==> src/rtl/escalonador_somador.sv <==
// escalonador_somador
// Round-robin scheduler and sequencer for a shared accumulating adder.
// One requester at a time owns the datapath. Its operand pairs pass through
// a two-stage pipeline: the pair sum is registered, then added into the
// accumulator. The total comes back with a sticky carry-out flag.
//
// Ports
//   clock, reset_n   rising-edge clock, async active-low reset
//   req_valid        per-requester job pending (level)
//   req_len          per-requester job length, requester i at [i*LEN_W +: LEN_W]
//   op_a, op_b       operand pair from the granted requester
//   op_valid         operand pair valid
//   op_ready         pair is accepted this cycle when op_valid is also high
//   grant            one-hot owner, zero while idle
//   result           accumulated total (holds until the next job clears it)
//   result_ovf       OR of every carry-out in the job
//   result_valid     one-cycle pulse marking result/result_ovf/grant
//
// state  | meaning
// -------+-----------------------------------------------------------
// IDLE   | arbitrate among req_valid, starting after last_id
// CLEAR  | zero accumulator/overflow, load pair count
// ACCUM  | accept operand pairs until the count is exhausted
// DRAIN  | stage 2 absorbs the final registered pair sum
// DONE   | present result for one cycle, remember the owner

module escalonador_somador #(
    parameter int WIDTH = 44,
    parameter int N_REQ = 4,
    parameter int LEN_W = 4
) (
    input  logic                   clock,
    input  logic                   reset_n,
    input  logic [N_REQ-1:0]       req_valid,
    input  logic [N_REQ*LEN_W-1:0] req_len,
    input  logic [WIDTH-1:0]       op_a,
    input  logic [WIDTH-1:0]       op_b,
    input  logic                   op_valid,
    output logic                   op_ready,
    output logic [N_REQ-1:0]       grant,
    output logic [WIDTH-1:0]       result,
    output logic                   result_ovf,
    output logic                   result_valid
);

    localparam int IDX_W = (N_REQ > 1) ? $clog2(N_REQ) : 1;

    typedef enum logic [2:0] {
        S_IDLE,
        S_CLEAR,
        S_ACCUM,
        S_DRAIN,
        S_DONE
    } state_t;

    state_t state, state_nxt;

    logic [IDX_W-1:0] last_id, cur_id;
    logic [IDX_W-1:0] id_hi, id_any, win_id;
    logic             found_hi;
    logic [LEN_W-1:0] win_len, cur_len, count;
    logic [WIDTH-1:0] acc, s1;
    logic             s1_valid, ovf;
    logic             accept;
    logic [WIDTH:0]   pair_sum, acc_sum;

    // Round-robin pick: the lowest requester above last_id wins; if none is
    // above it, wrap around to the lowest requester overall.
    always_comb begin
        id_hi    = '0;
        id_any   = '0;
        found_hi = 1'b0;
        for (int i = N_REQ - 1; i >= 0; i--) begin
            if (req_valid[i]) begin
                id_any = IDX_W'(i);
                if (i > int'(last_id)) begin
                    id_hi    = IDX_W'(i);
                    found_hi = 1'b1;
                end
            end
        end
        win_id = found_hi ? id_hi : id_any;
    end

    always_comb begin
        win_len = '0;
        for (int i = 0; i < N_REQ; i++) begin
            if (IDX_W'(i) == win_id) begin
                win_len = req_len[i*LEN_W +: LEN_W];
            end
        end
    end

    always_ff @(posedge clock or negedge reset_n) begin
        if (!reset_n) begin
            state <= S_IDLE;
        end else begin
            state <= state_nxt;
        end
    end

    always_comb begin
        state_nxt    = state;
        op_ready     = 1'b0;
        result_valid = 1'b0;
        case (state)
            S_IDLE: begin
                if (|req_valid) begin
                    state_nxt = S_CLEAR;
                end
            end
            S_CLEAR: begin
                state_nxt = (cur_len == '0) ? S_DRAIN : S_ACCUM;
            end
            S_ACCUM: begin
                op_ready = 1'b1;
                if (op_valid && count == LEN_W'(1)) begin
                    state_nxt = S_DRAIN;
                end
            end
            S_DRAIN: begin
                state_nxt = S_DONE;
            end
            S_DONE: begin
                result_valid = 1'b1;
                state_nxt    = S_IDLE;
            end
            default: begin
                state_nxt = S_IDLE;
            end
        endcase
    end

    assign accept   = op_valid & op_ready;
    assign pair_sum = {1'b0, op_a} + {1'b0, op_b};
    assign acc_sum  = {1'b0, acc} + {1'b0, s1};

    always_ff @(posedge clock or negedge reset_n) begin
        if (!reset_n) begin
            last_id  <= IDX_W'(N_REQ - 1);
            cur_id   <= '0;
            cur_len  <= '0;
            count    <= '0;
            acc      <= '0;
            s1       <= '0;
            s1_valid <= 1'b0;
            ovf      <= 1'b0;
        end else begin
            if (state == S_IDLE && |req_valid) begin
                cur_id  <= win_id;
                cur_len <= win_len;
            end

            // Stage 1 (pair sum) and stage 2 (accumulate) run concurrently,
            // so both carries can land in the same cycle.
            s1_valid <= accept;
            if (accept) begin
                s1    <= pair_sum[WIDTH-1:0];
                count <= count - LEN_W'(1);
            end
            if (s1_valid) begin
                acc <= acc_sum[WIDTH-1:0];
            end
            ovf <= ovf | (accept & pair_sum[WIDTH]) | (s1_valid & acc_sum[WIDTH]);

            if (state == S_CLEAR) begin
                acc      <= '0;
                s1_valid <= 1'b0;
                ovf      <= 1'b0;
                count    <= cur_len;
            end

            if (state == S_DONE) begin
                last_id <= cur_id;
            end
        end
    end

    assign grant      = (state == S_IDLE) ? '0 : (N_REQ'(1) << cur_id);
    assign result     = acc;
    assign result_ovf = ovf;

endmodule

==> config.mk <==
export PLATFORM = sky130hd
export DESIGN_NAME = escalonador_somador
export DESIGN_NICKNAME = d
export VERILOG_FILES = /design/src/rtl/escalonador_somador.sv
export SDC_FILE = /design/constraint.sdc
export NUM_CORES = 1
export LEC_CHECK = 0
export CELL_PAD_IN_SITES_DETAIL_PLACEMENT = 1
export CELL_PAD_IN_SITES_GLOBAL_PLACEMENT = 1
export CORE_AREA = 2 2 123 214
export DETAILED_ROUTE_END_ITERATION = 6
export DIE_AREA = 0 0 125 216
export GPL_TIMING_DRIVEN = 0
export PLACE_DENSITY_LB_ADDON = 0.1
export SYNTH_ARGS = -nofsm -noshare
export SYNTH_HDL_FRONTEND = slang
export SYNTH_SLANG_ARGS = --single-unit
==> constraint.sdc <==
create_clock -name clock -period 3.2 [get_ports clock]
set_input_delay 0.64 -clock clock [delete_from_list [all_inputs] [get_ports clock]]
set_output_delay 0.64 -clock clock [all_outputs]
set_load 0.05 [all_outputs]
-- Word-level counts from Yosys, hierarchy flattened
Index checks and enable logic that the tools add are counted.
- $add $sub $neg: 3
- magnitude comparators: 3
- eq/ne operators: 10
- shifts and indexed selects: 1
- muxes and demuxes: 34
- bitwise logic cells: 5
- reductions and logical operators: 9
- operators by type and width (cell ; count):
    adder 44 x 44 -> 45 bit ; 2
    two-way mux 44 bit ; 2
    two-way mux 4 bit ; 7
    two-way mux 2 bit ; 11
    one-hot mux 3 bit (4 select lines) ; 1
    two-way mux 1 bit ; 11
    == test 3 x 2 -> 1 bit, second input constant ; 2
    two-way mux 3 bit ; 2
    == test 2 bit, first input constant ; 2
    == test 4 x 1 -> 1 bit, second input constant ; 1
    > comparator 2 bit, first input constant ; 2
    zero test 4 bit ; 1
    != test 2 bit, second input constant ; 2
    nonzero test 2 bit ; 2
    OR reduction 4 bit ; 1
    left shift 1 x 2 -> 4 bit, first input constant ; 1
    subtractor 4 x 1 -> 4 bit, second input constant ; 1
    AND 1 bit ; 3
    == test 3 x 1 -> 1 bit, second input constant ; 1
    == test 3 bit, second input constant ; 1
    zero test 3 bit ; 1
    == test 1 x 2 -> 1 bit, first input constant ; 1
    > comparator 1 x 2 -> 1 bit, first input constant ; 1
    logical AND 1 bit ; 2
    other kinds (3) ; 4
- register bits after elaboration: 105
- input bits: 111
- output and inout port bits: 51
- word-level logic and storage cells: 74

-- Logic depth before layout (Yosys ltp)
- depth after elaboration: 13
- mapped depth: 13
- gate-level depth less buffers: 13

-- Worst setup path after synthesis
No wires, ideal clock.
- path kind: register to register
- start point: register acc[0], in the netlist result[0]
- end point: register ovf, in the netlist result_ovf
- setup time: 72 ps
- arrival: 3191 ps
- required time: 3128 ps
- setup slack: -64 ps
- cell stages (with the launch flop): 14
- path buffers: 0
- clock period less this slack: 3264 ps
- cell sequence: dfrtp_1 ha_1 fa_1 a211oi_1 o21ai_2 a41oi_1 o21a_1 and2_1 o31a_1 o221a_2 a31o_1 o41ai_2 a21oi_1 nor2_1
- cells in the longest elaborated chain, start to end: 4
- ends and longest elaborated chain (element ; RTL line ; text):
    start, declared ; 62 ; logic [WIDTH-1:0] acc, s1;
    start signal, assigned ; 162 ; acc <= acc_sum[WIDTH-1:0];
    adder 44 x 44 -> 45 bit ; 136 ; assign acc_sum = {1'b0, acc} + {1'b0, s1};
    AND 1 bit ; 164 ; ovf <= ovf | (accept & pair_sum[WIDTH]) | (s1_valid & acc_sum[WIDTH]);
    OR 1 bit ; 164 ;
    two-way mux 1 bit ; 166 ; if (state == S_CLEAR) begin
    end signal, assigned ; 164 ;
    end, declared ; 63 ; logic s1_valid, ovf;
Every way passes these cells.
A chain may end at the register's enable or synchronous reset.

-- Worst setup path in the final report
- start point: input op_b[11]
- end point: register s1[41]
- cells in the longest elaborated chain, start to end: 1
- ends and longest elaborated chain (element ; RTL line ; text):
    start, declared ; 37 ; input logic [WIDTH-1:0] op_b,
    adder 44 x 44 -> 45 bit ; 135 ; assign pair_sum = {1'b0, op_a} + {1'b0, op_b};
    end signal, assigned ; 158 ; s1 <= pair_sum[WIDTH-1:0];
    end, declared ; 62 ;
Every way passes these cells.

==> metrics <==
status=finished clean; mean routed wirelength per cell=19.8 um; Port Buffers=160; final worst slack=0.102 ns; startpoint types=primary input; Final Hold Vio Count=0; CP Capture Type=flop; Critical Path RT=3.43 ns; max cap viols=0; crit path time final=3.10 ns; Max clock buf depth=2; overall routing resource usage=23.2%; post-synth top area share=28.8%; cts hold-fix bufs=0; slew at the pin with the worst max-slew slack=0.823 ns; CTS buffer count=9; dpl hpwl=24.9 mm; DR vias=8,930; worst stage delay on the critical path=0.50 ns; DR pass1 iterations=4; post-layout util=48.4%; FMAX=0.323 GHz; clock skew=0.0133 ns; drt drc=0; first-pass GRT wire length=50.3 mm; drt initial violations=265; critical path arrival=3.33 ns; pin count of the biggest net entering global routing=66; num ports=162; htree depth=3; initial antenna violation count=0; commonest cells in the netlist=122 x nand2_1, 103 x dfrtp_1, 103 x o21ai_0; Synth area leader=dfrtp_1; GP Congestion=0.884; Worst-Skew Late Latency=0.37 ns; root buffer cell=clkbuf_16; ratio of cells with drive above 1 in the final layout=12.1%; core area=0.0252 mm^2; syn nets=1,280; Final #Nets=1,483; vias in the first global route=9,716; post-synthesis cell count=1,077; Ant. Diodes=0; count leader, synth=nand2_1; CP max stage cell=or4b_4; CP cell instances=clkdlybuf4s50_1, ha_4, nand2_2, or4b_4, o211ai_4, a211oi_4, o21ai_2, and3_4, o22ai_2, o41ai_2, xnor2_1, o21ai_1; Post-Layout Cell Count=1,601; leading post-synthesis cells by cell area=dfrtp_1 29%, ha_1 13%, a21o_1 6.0%; Post-synth EDFFs=0; Yosys cell types=67; CP Max Fanout=4; worst vdd ir=0.414 mV; Yosys reg bits=105; vias per cell=5.58; Final ANT Viol Nets=0; post-placement cell count=1,554; CTS tree=done; Sink Count=105; Clk pin slew, worst setup/hold paths=0.08 ns; Yosys warning total=0; WP buf/inv=1; Layout area overhead=36.6%; Synth Flop Type=dfrtp_1; GRT overflow=0; Syn Area/Cell=8.31 um^2; row cnt=77; Final period util=96.8%; sequential share of the synthesized area=29.4%; Slew HR=45.2%; Min-Delay Path Class=primary input to async pin; Die Y=216 um; Die Span X=125 um; critical path type=primary input to flop; Power Density=798 mW/mm^2; mapped cell area=0.00895 mm^2; initial core utilization=35.5%; asr flop ratio synth=100%; Setup Viol. Count Final=0; CP top delay family=compound AO/OA/AOI/OAI gates; final WL=31.6 mm; Place WS=-1.13 ns; Lkg Pwr=5.50 nW; Pins Over Slew Limit=0; Die ar.=0.0270 mm^2
## cell usage in the layout (no fill, tap or decap), types with 4 or more instances in the layout
master,netlist,final
a21oi_2,0,6
a211oi_4,0,4
ha_2,0,8
o21bai_1,10,9
mux2i_1,36,36
nand4_1,21,21
nor2_1,96,95
xnor2_1,44,44
buf_4,0,40
nor3b_1,5,5
nor2b_1,8,7
nand2_1,122,121
xor2_1,37,37
clkbuf_16,0,9
clkdlybuf4s50_1,0,136
nor3_1,18,17
a21oi_1,92,84
dlymetal6s2s_1,0,9
nand2b_1,12,12
o21ai_1,5,12
a211oi_1,15,11
ha_4,0,23
a31oi_1,9,7
inv_1,14,14
o21ai_0,103,90
nand3_1,21,18
clkbuf_1,45,37
a21o_1,71,71
ha_1,90,59
o21a_1,10,10
dlygate4sd2_1,0,14
o21ai_2,2,7
and3_1,9,8
dfrtp_1,103,101
## final cells by class
type | instances | area (um^2)
fill | 2980 | 13000
inverter | 15 | 56.3
tap | 316 | 395
clock buffer | 10 | 239
timing repair buffer | 199 | 1920
multi-input combinational | 907 | 6750
buffer | 43 | 168
sequential | 105 | 2630
clock inverter | 6 | 66.3
## logic make-up (layout without fill, tap and decap cells)
family                     count (synthesis)  after routing  synth area share [%]
DFF                                      105            105                  29.4
AOI/OAI and AO/OA                        365            365                  25.8
muxes                                     38             38                  4.28
buffers and inverters                     65            273                  2.75
and+or+nand+nor                          331            331                  16.8
xor gates and xnor gates                  81             81                  7.93
adders and majority gates                 92             92                  13.0
## stage by stage
| stage | total power [mW] | instance area [um^2] | TNS [ns] | hold WS [ns] |
|---|---|---|---|---|
| after CTS | 9.64 | 11800 | 0 | 0.263 |
| after floorplan | 6.27 | 8960 | 0 | 0.344 |
| final | 9.76 | 12200 | 0 | 0.254 |
| after global placement | 8.07 | 11000 | -305.99 | 0.490 |
| after detailed placement | 8.18 | 11000 | -19.20 | 0.490 |
| after global routing | 10.5 | 12200 | -0.0206 | 0.288 |
## layer usage
metal / up-vias / GRT usage (%) / wire length, um
met5: - / 0 / 0
met3: 81 / 2.50 / 660
met4: 0 / 12.0 / 1840
met1: 4359 / 22.8 / 11200
met2: 157 / 46.5 / 17900
li1: 4333 / - / -
## where the power goes
part / internal, mW / switching (mW) / total [mW]
registers: 1.88 / 0.648 / 2.53
clock network: 0.577 / 0.591 / 1.17
logic: 2.39 / 3.68 / 6.07
total: 4.84 / 4.92 / 9.76
## repair_timing
action                                  CTS  global route
setup buffers                            22            16
gates resized for setup                  81            63
pin swaps                                35            45
endpoints found under the setup margin   32            25
## final timing paths
path	depth (start not counted)	startpoint	slack, ns	to
max reg2reg	11	s1[12]	0.13	result[43]
max in group asynchronous	2	reset_n	2.15	last_id[1]
max	12	op_b[11]	0.10	s1[41]
min	1	reset_n	0.25	s1[9]
min in group clock	2	s1[42]	0.50	s1[42]
min reg2reg	2	s1[42]	0.50	s1[42]
## registers in the layout (all words and copies together) (netlist names)
name	count
result	44
state	3
cur_id	2
last_id	2
cur_len	4
s1_valid	1
s1	44
count	4
result_ovf	1
Note: power is estimated with default switching activity, not from simulation.
